<file path="config.mk">
export PLATFORM = sky130hd
export DESIGN_NAME = fetch_buffer
export DESIGN_NICKNAME = d
export VERILOG_FILES = /design/src/rtl/fetch_buffer_pkg.sv /design/src/rtl/byte_fifo_2w1r.sv /design/src/rtl/fetch_buffer.sv
export SDC_FILE = /design/constraint.sdc
export NUM_CORES = 1
export LEC_CHECK = 0
export BUFFER_PORTS_ARGS = -buffer_cell sky130_fd_sc_hd__buf_2
export CAP_MARGIN = 20
export CORE_MARGIN = 3
export CORE_UTILIZATION = 54
export CTS_CLUSTER_DIAMETER = 50
export CTS_CLUSTER_SIZE = 16
export DETAILED_ROUTE_END_ITERATION = 6
export GPL_ROUTABILITY_DRIVEN = 0
export PLACE_DENSITY_LB_ADDON = 0.1
export SETUP_SLACK_MARGIN = 0.2
export SYNTH_ARGS = -nofsm -noshare
export SYNTH_HDL_FRONTEND = slang
export SYNTH_HIERARCHICAL = 1
export SYNTH_SLANG_ARGS = --single-unit
</file>
<file path="constraint.sdc">
create_clock -name clk -period 3 [get_ports clk]
set_clock_uncertainty 0.2 [all_clocks]
set_input_delay 0.15 -clock clk [delete_from_list [all_inputs] [get_ports clk]]
set_output_delay 0.15 -clock clk [all_outputs]
set_load 0.03 [all_outputs]
</file>
<file path="src/rtl/fetch_buffer_pkg.sv">
// Shared constants and helpers for the instruction-byte fetch stage.
package fetch_buffer_pkg;

    // Architectural PC width; tags in the byte FIFO carry the full PC.
    localparam int unsigned PC_W = 16;

    // Default PC loaded on reset.
    localparam logic [PC_W-1:0] RESET_PC_DEFAULT = 16'h8000;

    // FIFO entry is {byte, pc}.
    function automatic int unsigned entry_w(input int unsigned data_w);
        return data_w + PC_W;
    endfunction

endpackage

</file>
<file path="src/rtl/byte_fifo_2w1r.sv">
// Byte FIFO taking zero or two pushes and zero or one pop per cycle.
module byte_fifo_2w1r #(
    parameter int unsigned Width = 24,
    parameter int unsigned Depth = 8
) (
    input  logic                       clk,
    input  logic                       rst_n,
    input  logic                       flush_i,
    input  logic                       push2_i,
    input  logic [Width-1:0]           wdata0_i,
    input  logic [Width-1:0]           wdata1_i,
    input  logic                       pop_i,
    output logic [Width-1:0]           rdata_o,
    output logic [$clog2(Depth):0]     count_o
);

    localparam int unsigned PtrW = $clog2(Depth);
    localparam int unsigned CntW = PtrW + 1;

    logic [Width-1:0] mem_q [Depth];
    logic [PtrW-1:0]  wr_ptr_q, wr_ptr_d;
    logic [PtrW-1:0]  rd_ptr_q, rd_ptr_d;
    logic [CntW-1:0]  count_q, count_d;
    logic             pop_ok;

    // Pop of an empty FIFO is ignored.
    assign pop_ok = pop_i && (count_q != '0);

    // Pointer and occupancy update; flush wins over push/pop.
    always_comb begin
        wr_ptr_d = wr_ptr_q;
        rd_ptr_d = rd_ptr_q;
        count_d  = count_q;
        if (flush_i) begin
            wr_ptr_d = '0;
            rd_ptr_d = '0;
            count_d  = '0;
        end else begin
            if (push2_i) begin
                wr_ptr_d = wr_ptr_q + PtrW'(2);
                count_d  = count_d + CntW'(2);
            end
            if (pop_ok) begin
                rd_ptr_d = rd_ptr_q + PtrW'(1);
                count_d  = count_d - CntW'(1);
            end
        end
    end

    // Pointer and count registers.
    always_ff @(posedge clk or negedge rst_n) begin
        if (!rst_n) begin
            wr_ptr_q <= '0;
            rd_ptr_q <= '0;
            count_q  <= '0;
        end else begin
            wr_ptr_q <= wr_ptr_d;
            rd_ptr_q <= rd_ptr_d;
            count_q  <= count_d;
        end
    end

    // Storage writes two consecutive slots per push; no reset needed.
    always_ff @(posedge clk) begin
        if (push2_i && !flush_i) begin
            mem_q[wr_ptr_q]               <= wdata0_i;
            mem_q[wr_ptr_q + PtrW'(1)]    <= wdata1_i;
        end
    end

    // Head is forced to zero when empty so stale entries never leak out.
    assign rdata_o = (count_q != '0) ? mem_q[rd_ptr_q] : '0;
    assign count_o = count_q;

endmodule

</file>
<file path="src/rtl/fetch_buffer.sv">
// Fetch stage: issues PC/PC+1 to a dual-port ROM and queues tagged bytes.
module fetch_buffer
    import fetch_buffer_pkg::*;
#(
    parameter int unsigned     ADDR_W   = 15,
    parameter int unsigned     DATA_W   = 8,
    parameter int unsigned     DEPTH    = 8,
    parameter logic [PC_W-1:0] RESET_PC = RESET_PC_DEFAULT
) (
    input  logic              clk,
    input  logic              rst_n,
    output logic [ADDR_W-1:0] rom_addr1,
    output logic [ADDR_W-1:0] rom_addr2,
    input  logic [DATA_W-1:0] rom_data1,
    input  logic [DATA_W-1:0] rom_data2,
    input  logic              redirect,
    input  logic [PC_W-1:0]   redirect_pc,
    output logic              out_valid,
    input  logic              out_ready,
    output logic [DATA_W-1:0] out_byte,
    output logic [PC_W-1:0]   out_pc
);

    localparam int unsigned EntryW = entry_w(DATA_W);
    localparam int unsigned CntW   = $clog2(DEPTH) + 1;
    localparam int unsigned CredW  = CntW + 2;

    logic [PC_W-1:0]   pc_q, pc_d;
    logic [PC_W-1:0]   inflight_pc_q, inflight_pc_d;
    logic              inflight_q, inflight_d;
    logic [CntW-1:0]   count;
    logic [CredW-1:0]  need;
    logic              issue;
    logic              push2;
    logic              pop;
    logic [PC_W-1:0]   tag1;
    logic [EntryW-1:0] head;

    // (pc+1) mod 2^ADDR_W equals pc[ADDR_W-1:0]+1 truncated.
    assign rom_addr1 = pc_q[ADDR_W-1:0];
    assign rom_addr2 = rom_addr1 + ADDR_W'(1);

    // Issue only if both the in-flight pair and the new pair will fit.
    always_comb begin
        need  = CredW'(count) + (inflight_q ? CredW'(4) : CredW'(2));
        issue = !redirect && (need <= CredW'(DEPTH));
    end

    // PC / in-flight next state; redirect overrides everything.
    always_comb begin
        pc_d          = pc_q;
        inflight_d    = 1'b0;
        inflight_pc_d = inflight_pc_q;
        if (redirect) begin
            pc_d = redirect_pc;
        end else if (issue) begin
            inflight_d    = 1'b1;
            inflight_pc_d = pc_q;
            pc_d          = pc_q + PC_W'(2);
        end
    end

    // Fetch state registers.
    always_ff @(posedge clk or negedge rst_n) begin
        if (!rst_n) begin
            pc_q          <= RESET_PC;
            inflight_q    <= 1'b0;
            inflight_pc_q <= '0;
        end else begin
            pc_q          <= pc_d;
            inflight_q    <= inflight_d;
            inflight_pc_q <= inflight_pc_d;
        end
    end

    assign tag1  = inflight_pc_q + PC_W'(1);
    assign push2 = inflight_q && !redirect;
    assign pop   = out_valid && out_ready && !redirect;

    byte_fifo_2w1r #(
        .Width (EntryW),
        .Depth (DEPTH)
    ) u_fifo (
        .clk      (clk),
        .rst_n    (rst_n),
        .flush_i  (redirect),
        .push2_i  (push2),
        .wdata0_i ({rom_data1, inflight_pc_q}),
        .wdata1_i ({rom_data2, tag1}),
        .pop_i    (pop),
        .rdata_o  (head),
        .count_o  (count)
    );

    assign out_valid = (count != '0);
    assign out_byte  = head[EntryW-1:PC_W];
    assign out_pc    = head[PC_W-1:0];

endmodule
</file>
==> impl_metrics.py <==
metrics = {
    "run_status": {
        "status": "finished clean",
    },
    "run": {
        "cap_violations": 0,
    },
    "yosys": {
        "ys_seq_elements": 234,
        "yosysSeqAreaShare": 0.604,
        "synth_edf_count": 192,
        "ys_async_sr_fraction": 0.179,
        "syn_area_um2": 11300,
        "synthesis.nets": 766,
        "avgSynthCellArea_um2": 15.7,
        "yosys_warnings": 6,
        "syn_inst": 717,
        "synth_cell_type_count": 52,
        "synthFlopType": "edfxtp_1",
    },
    "die": {
        "die_w_um": 151,
        "die_h_um": 151,
        "die_area_um2": 22700,
        "core_area_um2": 20400,
        "num_rows": 52,
        "start_util": 0.554,
        "design.portCount": 91,
    },
    "clock_tree": {
        "root_buffer": "clkbuf_16",
        "cts_tree": "yes",
        "cts_buffers": 25,
        "clk_latency_ns": 0.52,
        "htreeDepth": 1,
        "clock_path_buffers": 3,
        "cts.reportedPaths.clkPinSlew_ns": 0.06,
        "cts_sinks": 234,
    },
    "power_and_ir_drop": {
        "max-vdd-ir-drop_v": 0.000477,
        "p_sw_uw": 2270,
        "power_frac_seq": 0.473,
        "power.density_nw_per_um2": 620,
        "sw_frac_of_total": 0.272,
        "p_leak_uw": 0.00498,
        "p_int_uw": 6070,
        "power.clock.fraction": 0.370,
        "p_comb_frac": 0.157,
    },
    "routing": {
        "wl_per_cell_um": 22.4,
        "totalWireLength_um": 25600,
        "postRouteAntennaNets": 0,
        "drt_iter0_drc": 462,
        "via_count": 6761,
        "avgViaCountPerCell": 5.92,
        "drt_pass1_iterations": 4,
        "drc": 0,
    },
    "sta": {
        "slew_headroom": 0.435,
        "setup_viol": 0,
        "fmax_ghz": 0.362,
        "setup_slack_ns": 0.236,
        "tightest_slew_ns": 0.837,
        "fin_tns_setup_ns": 0,
        "period_share": 0.921,
        "finalHoldViolCount": 0,
        "rsz0062_at_grt": "true",
        "slew_viol_final": 0,
        "period_minus_slack_ns": 2.76,
        "holdWs_ns": 0.0365,
    },
    "critical_path": {
        "crit_fanout": 17,
        "timing.rr.start": "inflight_q",
        "cp_data_required_time_ns": 3.21,
        "worstPathArrival_ns": 2.97,
        "crit_path_start": "inflight_q",
        "worst_setup_path_start_kind": "flip-flop",
        "critPathKind": "flip-flop to flip-flop",
        "crit_path_end_kind": "flip-flop",
    },
    "place": {
        "dp_hpwl_um": 15400,
        "place_inst": 1041,
        "portBuffers": 90,
        "pre_cts_ws_ns": 0.0821,
    },
    "global_route": {
        "grt_pass1_wl_um": 40100,
        "grt_pass1_vias": 6923,
        "grt_start_max_net_pins": 49,
        "antenna_found_initial": 0,
        "gr-total-overflow": 0,
        "globalRouteTotalUtil": 0.233,
    },
    "final_layout": {
        "layout_commonest_cell": "edfxtp_1",
        "antenna_cells_inserted": 0,
        "drive_gt1_frac": 0.416,
        "nets": 903,
        "final_util": 0.660,
        "layout_common_cells": "edfxtp_1, mux2_2, buf_2",
        "areaGrowthSynthToFinish_pct": 19.1,
        "final_cells": 1142,
    },
    "hold_path": {
        "holdCritPathClass": "primary input to asynchronous set/reset pin",
    },
}
## per-layer routing
layer | global-route usage | part of all wire
met4 | 0.0499 | 0.015
met5 | 0 | 0
met2 | 0.406 | 0.51
met3 | 0.0310 | 0.056
met1 | 0.316 | 0.42
## power groups by stage
stage | logic, µW | registers (µW) | clock network [µW]
global route | 1420 | 3970 | 3280
floorplan | 928 | 3930 | 0
CTS | 1300 | 3940 | 3150
finish | 1310 | 3940 | 3090
detailed placement | 1210 | 4010 | 0
global placement | 1180 | 3990 | 0
## stage by stage
stage | instance area [µm²] | power, µW
after detailed placement | 12000 | 5220
after global placement | 12000 | 5180
after floorplan | 11300 | 4860
final | 13400 | 8330
after CTS | 13400 | 8380
after global routing | 13400 | 8670
## critical path, cell delays in order, from the launching register on
cell	delay (ns)
dfrtp_1	0.40
inv_1	0.09
ha_2	0.19
fa_1	0.42
or3_4	0.34
a22o_1	0.24
buf_4	0.15
nor2_4	0.11
buf_12	0.16
mux2_2	0.34
## synthesized netlist by cell type (9+ instances only)
cell type	instances	area [µm²]
xor2_1	10	87.6
mux4_2	48	1080
nand3_1	16	80.1
or4_1	9	67.6
inv_1	18	67.6
xnor2_1	22	193
buf_4	24	180
mux2_2	108	1220
nor2_1	19	71.3
edfxtp_1	192	5770
a22o_1	25	219
clkbuf_1	37	139
dfrtp_1	41	1030
nand2_1	26	97.6
ha_1	12	150
## cell type report
class	instances	area [µm²]
Multi-Input combinational cell	387	3980
Clock inverter	17	184
Inverter	18	67.6
Clock buffer	28	658
Fill cell	1458	6920
Timing Repair Buffer	188	1390
Tap cell	270	338
Sequential cell	234	6830
## cells by family (layout without fill, tap and decap cells)
kind of cell	after synthesis	after routing	share of synthesized area
simple gates	113	114	0.0545
xor+xnor	32	32	0.0248
compound gates	63	63	0.0417
fa+ha+maj	13	13	0.0151
mux	165	165	0.212
buf+inv	97	251	0.0480
flops	234	234	0.604
## registers in the layout, summed over array words and instances (netlist names)
| register | cells |
|---|---|
| u_fifo/mem_q | 192 |
| inflight_pc_q | 16 |
| inflight_q | 1 |
| u_fifo/rd_ptr_q | 3 |
| pc_q | 16 |
| u_fifo/count_o | 4 |
| u_fifo/wr_ptr_q | 2 |
## repair_timing
item | in CTS | in global routing
cloned | 1 | 0
pin swaps | 3 | 2
buffers inserted | 12 | 3
gates resized for setup | 2 | 5
endpoints found under the setup margin | 50 | 35
hold buffers | 40 | 0
hold endpoints to repair | 122 | 0
## worst paths after layout
check                                    end  depth (start not counted)  slack, ns
max in group asynchronous  inflight_pc_q[11]                          3       1.96
min reg2reg                         pc_q[15]                          2       0.32
max reg2reg                inflight_pc_q[12]                          9       0.24
max                        inflight_pc_q[12]                          9       0.24
min in group clk                     pc_q[9]                          4       0.18
min                                 pc_q[13]                          2       0.04
Power figures use the tool's default switching activity.
